**config.mk**
```make
export PLATFORM = sky130hd
export DESIGN_NAME = module_hamming_ctrl
export DESIGN_NICKNAME = d
export VERILOG_FILES = /design/src/rtl/module_hamming_ctrl.sv
export SDC_FILE = /design/constraint.sdc
export NUM_CORES = 1
export LEC_CHECK = 0
export ABC_AREA = 1
export CELL_PAD_IN_SITES_DETAIL_PLACEMENT = 1
export CELL_PAD_IN_SITES_GLOBAL_PLACEMENT = 1
export CORE_UTILIZATION = 28
export DETAILED_ROUTE_END_ITERATION = 16
export GPL_ROUTABILITY_DRIVEN = 0
export PLACE_DENSITY_LB_ADDON = 0.1
export SLEW_MARGIN = 20
export SYNTH_ARGS = -nofsm -noshare
export SYNTH_HDL_FRONTEND = slang
export SYNTH_SLANG_ARGS = --single-unit
```
**constraint.sdc**
```tcl
create_clock -name clk -period 1.47 [get_ports clk]
set_input_delay 0.294 -clock clk [delete_from_list [all_inputs] [get_ports clk]]
set_output_delay 0.294 -clock clk [all_outputs]
set_load 0.01 [all_outputs]
```
**src/rtl/module_hamming_ctrl.sv**
```systemverilog
// ============================================================================
// Module   : module_hamming_ctrl
// Purpose  : Sequencer for the Hamming(7,4) correction path. Accepts a
//            received codeword over a valid/ready handshake and computes its
//            3-bit syndrome. It drives an external combinational corrector
//            with the codeword and syndrome, then registers the corrected
//            codeword, its decoded data nibble and the error status.
//
// Ports    : clk, rst_n        clock (rising edge), async active-low reset
//            in_valid/in_ready  codeword handshake, in_code[6:0] codeword
//                               laid out as [i3,i2,i1,c2,i0,c1,c0]
//            corr_datos[6:0]    codeword to the corrector
//            corr_sindrome[2:0] syndrome [p2,p1,p0] to the corrector
//            corr_data[6:0]     corrected codeword from the corrector
//            out_valid/out_ready result handshake
//            out_code[6:0]      corrected codeword
//            out_data[3:0]      decoded data {bit6,bit5,bit4,bit2}
//            out_err            syndrome of this word was nonzero
//            out_sindrome[2:0]  syndrome of this word
//            stats_clr          synchronous clear of err_count
//            err_count[CNT_W-1:0] saturating count of corrected words
//
// Options  : HAMMING_STATS_EN  when defined, builds the error counter;
//            otherwise err_count is tied to zero and stats_clr is ignored.
//
// Revision : 1.0  initial release
// ============================================================================
`timescale 1ns/1ps
`default_nettype none

module module_hamming_ctrl #(
  parameter int CNT_W = 16   // error counter width, 2 or more
) (
  input  logic             clk,
  input  logic             rst_n,
  input  logic             in_valid,
  output logic             in_ready,
  input  logic [6:0]       in_code,
  output logic [2:0]       corr_sindrome,
  output logic [6:0]       corr_datos,
  input  logic [6:0]       corr_data,
  output logic             out_valid,
  input  logic             out_ready,
  output logic [6:0]       out_code,
  output logic [3:0]       out_data,
  output logic             out_err,
  output logic [2:0]       out_sindrome,
  input  logic             stats_clr,
  output logic [CNT_W-1:0] err_count
);

  typedef enum logic [1:0] {
    IDLE = 2'd0,
    SYND = 2'd1,
    CORR = 2'd2,
    HOLD = 2'd3
  } state_t;

  state_t     r_state;
  logic [6:0] r_code;
  logic [2:0] r_syn;
  logic       r_in_ready;
  logic       r_out_valid;
  logic [6:0] r_out_code;
  logic [3:0] r_out_data;
  logic       r_out_err;
  logic [2:0] r_out_sindrome;

  logic [2:0] w_syn;

  // Each syndrome bit covers the codeword positions (1-based) whose index
  // has that bit set, so a single error yields its own position.
  assign w_syn[0] = r_code[0] ^ r_code[2] ^ r_code[4] ^ r_code[6];
  assign w_syn[1] = r_code[1] ^ r_code[2] ^ r_code[5] ^ r_code[6];
  assign w_syn[2] = r_code[3] ^ r_code[4] ^ r_code[5] ^ r_code[6];

  // The corrector sees only registered values, so its input never glitches.
  assign corr_datos    = r_code;
  assign corr_sindrome = r_syn;

  assign in_ready     = r_in_ready;
  assign out_valid    = r_out_valid;
  assign out_code     = r_out_code;
  assign out_data     = r_out_data;
  assign out_err      = r_out_err;
  assign out_sindrome = r_out_sindrome;

  always_ff @(posedge clk or negedge rst_n) begin
    if (!rst_n) begin
      r_state        <= IDLE;
      r_code         <= 7'd0;
      r_syn          <= 3'd0;
      r_in_ready     <= 1'b1;
      r_out_valid    <= 1'b0;
      r_out_code     <= 7'd0;
      r_out_data     <= 4'd0;
      r_out_err      <= 1'b0;
      r_out_sindrome <= 3'd0;
    end else begin
      case (r_state)
        IDLE: begin
          if (in_valid) begin
            r_code     <= in_code;
            r_in_ready <= 1'b0;
            r_state    <= SYND;
          end
        end
        SYND: begin
          r_syn   <= w_syn;
          r_state <= CORR;
        end
        CORR: begin
          // Corrector output has settled a full cycle after r_syn loaded.
          r_out_code     <= corr_data;
          r_out_data     <= {corr_data[6], corr_data[5], corr_data[4], corr_data[2]};
          r_out_err      <= |r_syn;
          r_out_sindrome <= r_syn;
          r_out_valid    <= 1'b1;
          r_state        <= HOLD;
        end
        HOLD: begin
          if (out_ready) begin
            r_out_valid <= 1'b0;
            r_in_ready  <= 1'b1;
            r_state     <= IDLE;
          end
        end
        default: begin
          r_state <= IDLE;
        end
      endcase
    end
  end

`ifdef HAMMING_STATS_EN
  logic [CNT_W-1:0] r_err_count;

  // Clear has priority over a same-edge increment; count sticks at all-ones.
  always_ff @(posedge clk or negedge rst_n) begin
    if (!rst_n) begin
      r_err_count <= '0;
    end else if (stats_clr) begin
      r_err_count <= '0;
    end else if ((r_state == CORR) && (|r_syn) && !(&r_err_count)) begin
      r_err_count <= r_err_count + {{(CNT_W-1){1'b0}}, 1'b1};
    end
  end

  assign err_count = r_err_count;
`else
  logic unused_stats_clr;

  assign unused_stats_clr = stats_clr;
  assign err_count        = '0;
`endif

endmodule

`default_nettype wire
```
==> run_results.csv, run 1 <==
group,metric,value,unit
run_status,outcome,"finished clean",
power_and_ir_drop,power_leakage,1.06,nW
flow_run,max_cap_violations,0,
final_layout,fin_util,0.407,
synth,ys_seq_elements,25,
clock_network,cts_root_buffer,"clkbuf_8",
setup_path,path_max_fanout,2,
setup_path,worstSetupEndpointType,"output pin",
drt,vias,1241,
global_route,grtUsageTotal,0.143,
synth,syn_inst,183,
global_route,grt_pass1_wl,5.78,mm
sta,min_period_over_period,0.931,
synth,synth_area,1380,um^2
setup_path,critPathKind,"reg -> out",
clock_network,clock_path_buffers,2,
setup_path,crit_chain,"dlygate4sd2_1",
drt,antenna_left,0,
drt,drt_first_pass_iters,4,
clock_network,path_clk_slew,100,ps
sta,hold_viol_final,0,
sta,setup_violations,0,
setup_path,reg2reg_from,"r_state[1]$_DFFE_PN0P_",
drt,wire_per_inst,11.4,um
floorplan,die_w,72.1,um
clock_network,cts_max_level,1,
setup_path,reg2reg_depth,6,
floorplan,die_h,72.1,um
floorplan,ios,62,
setup_path,ff2ff_setup_slack,180,ps
sta,grt_setup_unrepaired,"false",
clock_network,clock_sink_count,25,
setup_path,cp_slowest_stage_delay,530,ps
final_layout,final_common_cell,"nand2_1",
synth,ys_types,14,
final_layout,syn2layout_area_growth,39.7,%
floorplan,placementRows,25,
final_layout,layout-drive-gt1-share,0.0847,
setup_path,start_kind,"register",
placement,hpwl,2.56,mm
clock_network,cts_made_buffers,3,
setup_path,startpoint,"in_ready$_DFFE_PN1P_",
setup_path,cp.arrival,1080,ps
synth,avgSynthCellArea,7.52,um^2
synth,synth_seq_area_share,0.455,
power_and_ir_drop,peakVddDrop,0.654,mV
drt,drc_errors,0,
power_and_ir_drop,p_per_area,2030,nW/um^2
drt,via_per_inst,4.10,
global_route,grt_max_degree,26,
worst_hold_path,min_path_type,"in -> async",
setup_path,path_delay_family,"flip-flops",
global_route,overflow,0,
sta,skew,3.37,ps
sta,fin_tns_setup,0,ps
setup_path,worstPathBufferInverterCount,1,
sta,max_freq,730,MHz
global_route,antenna_found_initial,0,
setup_path,slowest_stage,"dfstp_2",
clock_network,tritoncts,"done",
global_route,grt_pass1_vias,1262,
floorplan,dieArea,5200,um^2
final_layout,diodes,0,
clock_network,insertion_delay,280,ps
placement,io_buffers,44,
floorplan,initial_utilization,0.291,
sta,post-route-min-period,1370,ps
synth,ys.warnings.count,0,
floorplan,fp.coreArea,4720,um^2
clock_network,cts_hold_buf,0,
drt,dr.first_iter.drc_count,45,
final_layout,nets,262,
drt,routed_wirelength,3.44,mm
setup_path,r2r-end,"corr_datos[1]$_DFFE_PN0P_",
sta,finalMaxSlewViolations,0,
final_layout,mostFrequentLayoutCells,"nand2_1 (72), dlygate4sd2_1 (25), dfrtp_1 (23)",
setup_path,cp.required,1180,ps
==> flip-flops by register name (all words and copies together), names as in the netlist <==
signal and flops:
out_code 7, corr_datos 7, out_sindrome 3, out_err 1, out_valid 1, corr_sindrome 3, r_state 2, in_ready 1
==> cell families after synthesis <==
kind of cell / synth area share
other: 0.00272
buffers and inverters: 0.168
adder cells (fa/ha/maj): 0.0545
AO/OA/AOI/OAI: 0.0509
AND/OR/NAND/NOR: 0.268
flip-flops: 0.455
==> stage by stage <==
step / worst slack [ps] / cells / instance area [um^2] / hold slack (ps) / total power [mW]
6_report: 101 / 303 / 1920 / 358 / 3.91
5_1_grt: 54.0 / 303 / 1920 / 388 / 4.31
4_1_cts: 4.16 / 303 / 1920 / 359 / 3.99
3_5_place_dp: 122 / 291 / 1840 / 470 / 3.62
3_3_place_gp: 144 / 291 / 1840 / 455 / 3.51
2_1_floorplan: 263 / 198 / 1430 / -1.59 / 2.57
==> routing by layer <==
layer	share of wire	up-vias	global-route usage
met5	0	-	0
met4	0.015	0	0.0566
met3	0.046	5	0.0292
met2	0.51	30	0.248
met1	0.43	584	0.174
li1	-	622	-
==> final cells by class <==
| class | instances | area (um^2) |
|---|---|---|
| well taps | 67 | 83.8 |
| fillers | 586 | 2800 |
| clock buffers | 3 | 41.3 |
| multi-input cells | 133 | 574 |
| repair buffers | 57 | 524 |
| inverters | 17 | 63.8 |
| flip-flops and latches | 25 | 628 |
| clock inverters | 1 | 7.51 |
==> cells in the mapped netlist <==
| cell | n | area (um^2) |
|---|---|---|
| dfrtp_1 | 24 | 601 |
| nor2_1 | 21 | 78.8 |
| inv_1 | 16 | 60.1 |
| o21ai_1 | 1 | 5.00 |
| conb_1 | 1 | 3.75 |
| nand2_1 | 72 | 270 |
| buf_2 | 2 | 10.0 |
| o21ai_0 | 4 | 20.0 |
| buf_4 | 21 | 158 |
| a21oi_1 | 9 | 45.0 |
| ha_1 | 6 | 75.1 |
| nand3_1 | 4 | 20.0 |
| inv_2 | 1 | 3.75 |
| dfstp_2 | 1 | 26.3 |
==> worst max path at each step <==
| stage | end | depth (start not counted) |
|---|---|---|
| after floorplan | out_err$_DFFE_PN0P_ | 6 |
| after CTS | corr_datos[4] | 1 |
| after global routing | in_ready | 1 |
| after detailed placement | corr_datos[3]$_DFFE_PN0P_ | 6 |
| after global placement | in_ready | 1 |
| final | in_ready | 1 |
==> report_power, final <==
part           total (mW)  internal (mW)  switching, mW  leakage (nW)
Clock               0.434          0.193          0.242        0.0217
Combinational        2.23          0.974           1.26         0.748
Sequential           1.24           1.04          0.200         0.288
==> what timing repair did <==
action                                  in CTS  in global routing
setup buffers                                8                  0
pin swaps                                    0                  0
resized for setup                           25                  3
endpoints found under the setup margin      27                  3
Note: power is estimated with default switching activity, not from simulation.
==> run 2: changes to the inputs <==
--- a/config.mk
+++ b/config.mk
@@ -9,10 +9,12 @@
 export CELL_PAD_IN_SITES_DETAIL_PLACEMENT = 1
 export CELL_PAD_IN_SITES_GLOBAL_PLACEMENT = 1
 export CORE_UTILIZATION = 28
+export CTS_CLUSTER_SIZE = 10
 export DETAILED_ROUTE_END_ITERATION = 16
 export GPL_ROUTABILITY_DRIVEN = 0
+export HOLD_SLACK_MARGIN = 0.15
 export PLACE_DENSITY_LB_ADDON = 0.1
-export SLEW_MARGIN = 20
+export SLEW_MARGIN = 5
 export SYNTH_ARGS = -nofsm -noshare
 export SYNTH_HDL_FRONTEND = slang
 export SYNTH_SLANG_ARGS = --single-unit
==> results of run 2 <==
Same layout as run 1: the final DEF is identical, and so are final timing and power.
==> patch (config.mk and constraints of run 1) <==
Add a define of `HAMMING_STATS_EN`.
--- a/src/rtl/module_hamming_ctrl.sv
+++ b/src/rtl/module_hamming_ctrl.sv
@@ -27,6 +27,8 @@
 // ============================================================================
 `timescale 1ns/1ps
 `default_nettype none
+
+`define HAMMING_STATS_EN
 
 module module_hamming_ctrl #(
   parameter int CNT_W = 16   // error counter width, 2 or more
Function: changed (a bounded check fails within 4 cycles, from zero or initial values and one cycle with rst_n low).
==> patch against run 1 <==
- the run now ends with negative setup slack left
- design area increased by 77%
- synthesized area grew 58%
- worst setup slack got worse by 140 ps
- total power increased by 36%
- non-clock buffer count rose by 53
- highest routed layer unchanged
- wire length is 84% higher
- sequential cell count increased by 16
- core utilization rose by 5.4 points
==> patch: results (changes against run 1) <==
metric	value	unit	change
result of the run	finished, violations left		
failing checks	negative setup slack		
Netlist cell types	24		+10
data arrival at the endpoint of the critical path	1760	ps	+680 ps
All-Layer GR Usage	0.169		+0.0256
CP max stage delay	400	ps	-130 ps
clk_lat worst skew	300	ps	+20 ps
detailed placement HPWL	4.78	mm	+86%
first-pass GRT wire length	10.9	mm	+89%
Crit-path slowest cell	sky130_fd_sc_hd__dfrtp_1		
Seq/Total Area, Yosys	0.473		+0.0175
static leakage power	0.00178	uW	+69%
path type of the worst min-delay path	flip-flop to flip-flop		
H-tree levels	2		+1
primary flip-flop cell chosen by synthesis mapping	sky130_fd_sc_hd__dfrtp_1		
final setup violating endpoints	12		+12
final net count	403		+54%
average via count per standard cell	4.47		+9.2%
worst vdd rail ir drop	0.929	mV	+42%
most instantiated cells after synthesis	sky130_fd_sc_hd__nand2_1, sky130_fd_sc_hd__dfrtp_1, sky130_fd_sc_hd__nor2_1		
top area cells in the synthesized netlist	sky130_fd_sc_hd__dfrtp_1, sky130_fd_sc_hd__nand2_1, sky130_fd_sc_hd__xor2_1, sky130_fd_sc_hd__nor2_1, sky130_fd_sc_hd__mux2_1		
via count of the first global-routing pass	2163		+71%
CP max FO	4		+2
number of buffers inserted during clock tree synthesis	5		+2
Port Buffer Count	61		+39%
share of cells above drive strength 1	0.237		+0.153
final setup margin	-40.8	ps	-142 ps
final clock skew	6.74	ps	+3.37 ps
final total negative setup slack	-312	ps	-312 ps
Starting DRT DRC Count	88		+96%
largest net degree at the start of global routing	22		-15%
[patch: final timing paths]
path                              startpoint            to  slack, ps  cells after the start
worst max-delay path            err_count[0]  err_count[3]        -40                      9
worst min-delay path             out_code[3]   out_code[3]        480                      2
worst max register to register  err_count[0]  err_count[3]        -40                      9
worst min register to register   out_code[3]   out_code[3]        480                      2
max in group asynchronous              rst_n  err_count[2]        490                      3
min in group asynchronous              rst_n     out_valid        490                      2
[patch: report_power, final]
group	leakage [uW]	internal (uW)	switching, uW
logic	0.00120	1160	1300
clock network	0.0000687	684	451
registers	0.000519	1510	228
[patch: worst max-delay path: cells and delay by family (launching register included)]
family	cells	cell delay (ps)
simple gates	6	410
flops	1	400
compound gates	1	360
fa+ha+maj	1	160
buf+inv	1	130
[patch: kinds of logic after synthesis]
family                     share of synthesized area
buffers and inverters                         0.0680
AOI/OAI and AO/OA                             0.0340
DFF                                            0.473
and+or+nand+nor                                0.310
xor gates and xnor gates                      0.0444
adders and majority gates                     0.0346
muxes                                         0.0363
[patch: timing repair]
action	in CTS	in global routing
hold buffers	1	0
endpoints found under the setup margin	53	19
pin swaps	7	7
endpoints found under the hold margin	18	0
setup buffers	12	3
gates resized for setup	52	20
[patch: metal layers]
| layer | vias to the layer above | wire length, um | track usage |
|---|---|---|---|
| li1 | 1074 | - | - |
| met1 | 1002 | 3100 | 0.230 |
| met2 | 53 | 2900 | 0.275 |
| met3 | 9 | 244 | 0.0305 |
| met4 | 0 | 82 | 0.0444 |
| met5 | - | 0 | 0 |
[patch: area by class of cell]
type                       instances  area, sq um
fill                             902         3970
multi-input combinational        196         1060
sequential                        41         1030
timing repair buffer             110          961
tap                               99          124
inverter                          24         90.1
clock buffer                       5         68.8
clock inverter                     3         68.8
[patch: stage by stage]
step	setup slack [ps]	total power [uW]	cell area, sq um	instances
finish	-40.8	5330	3400	478
global route	-171	5770	3400	478
CTS	-67.3	5380	3350	476
detailed placement	-58.9	4330	3130	455
global placement	-19.3	4260	3130	455
floorplan	-58.0	3070	2180	270
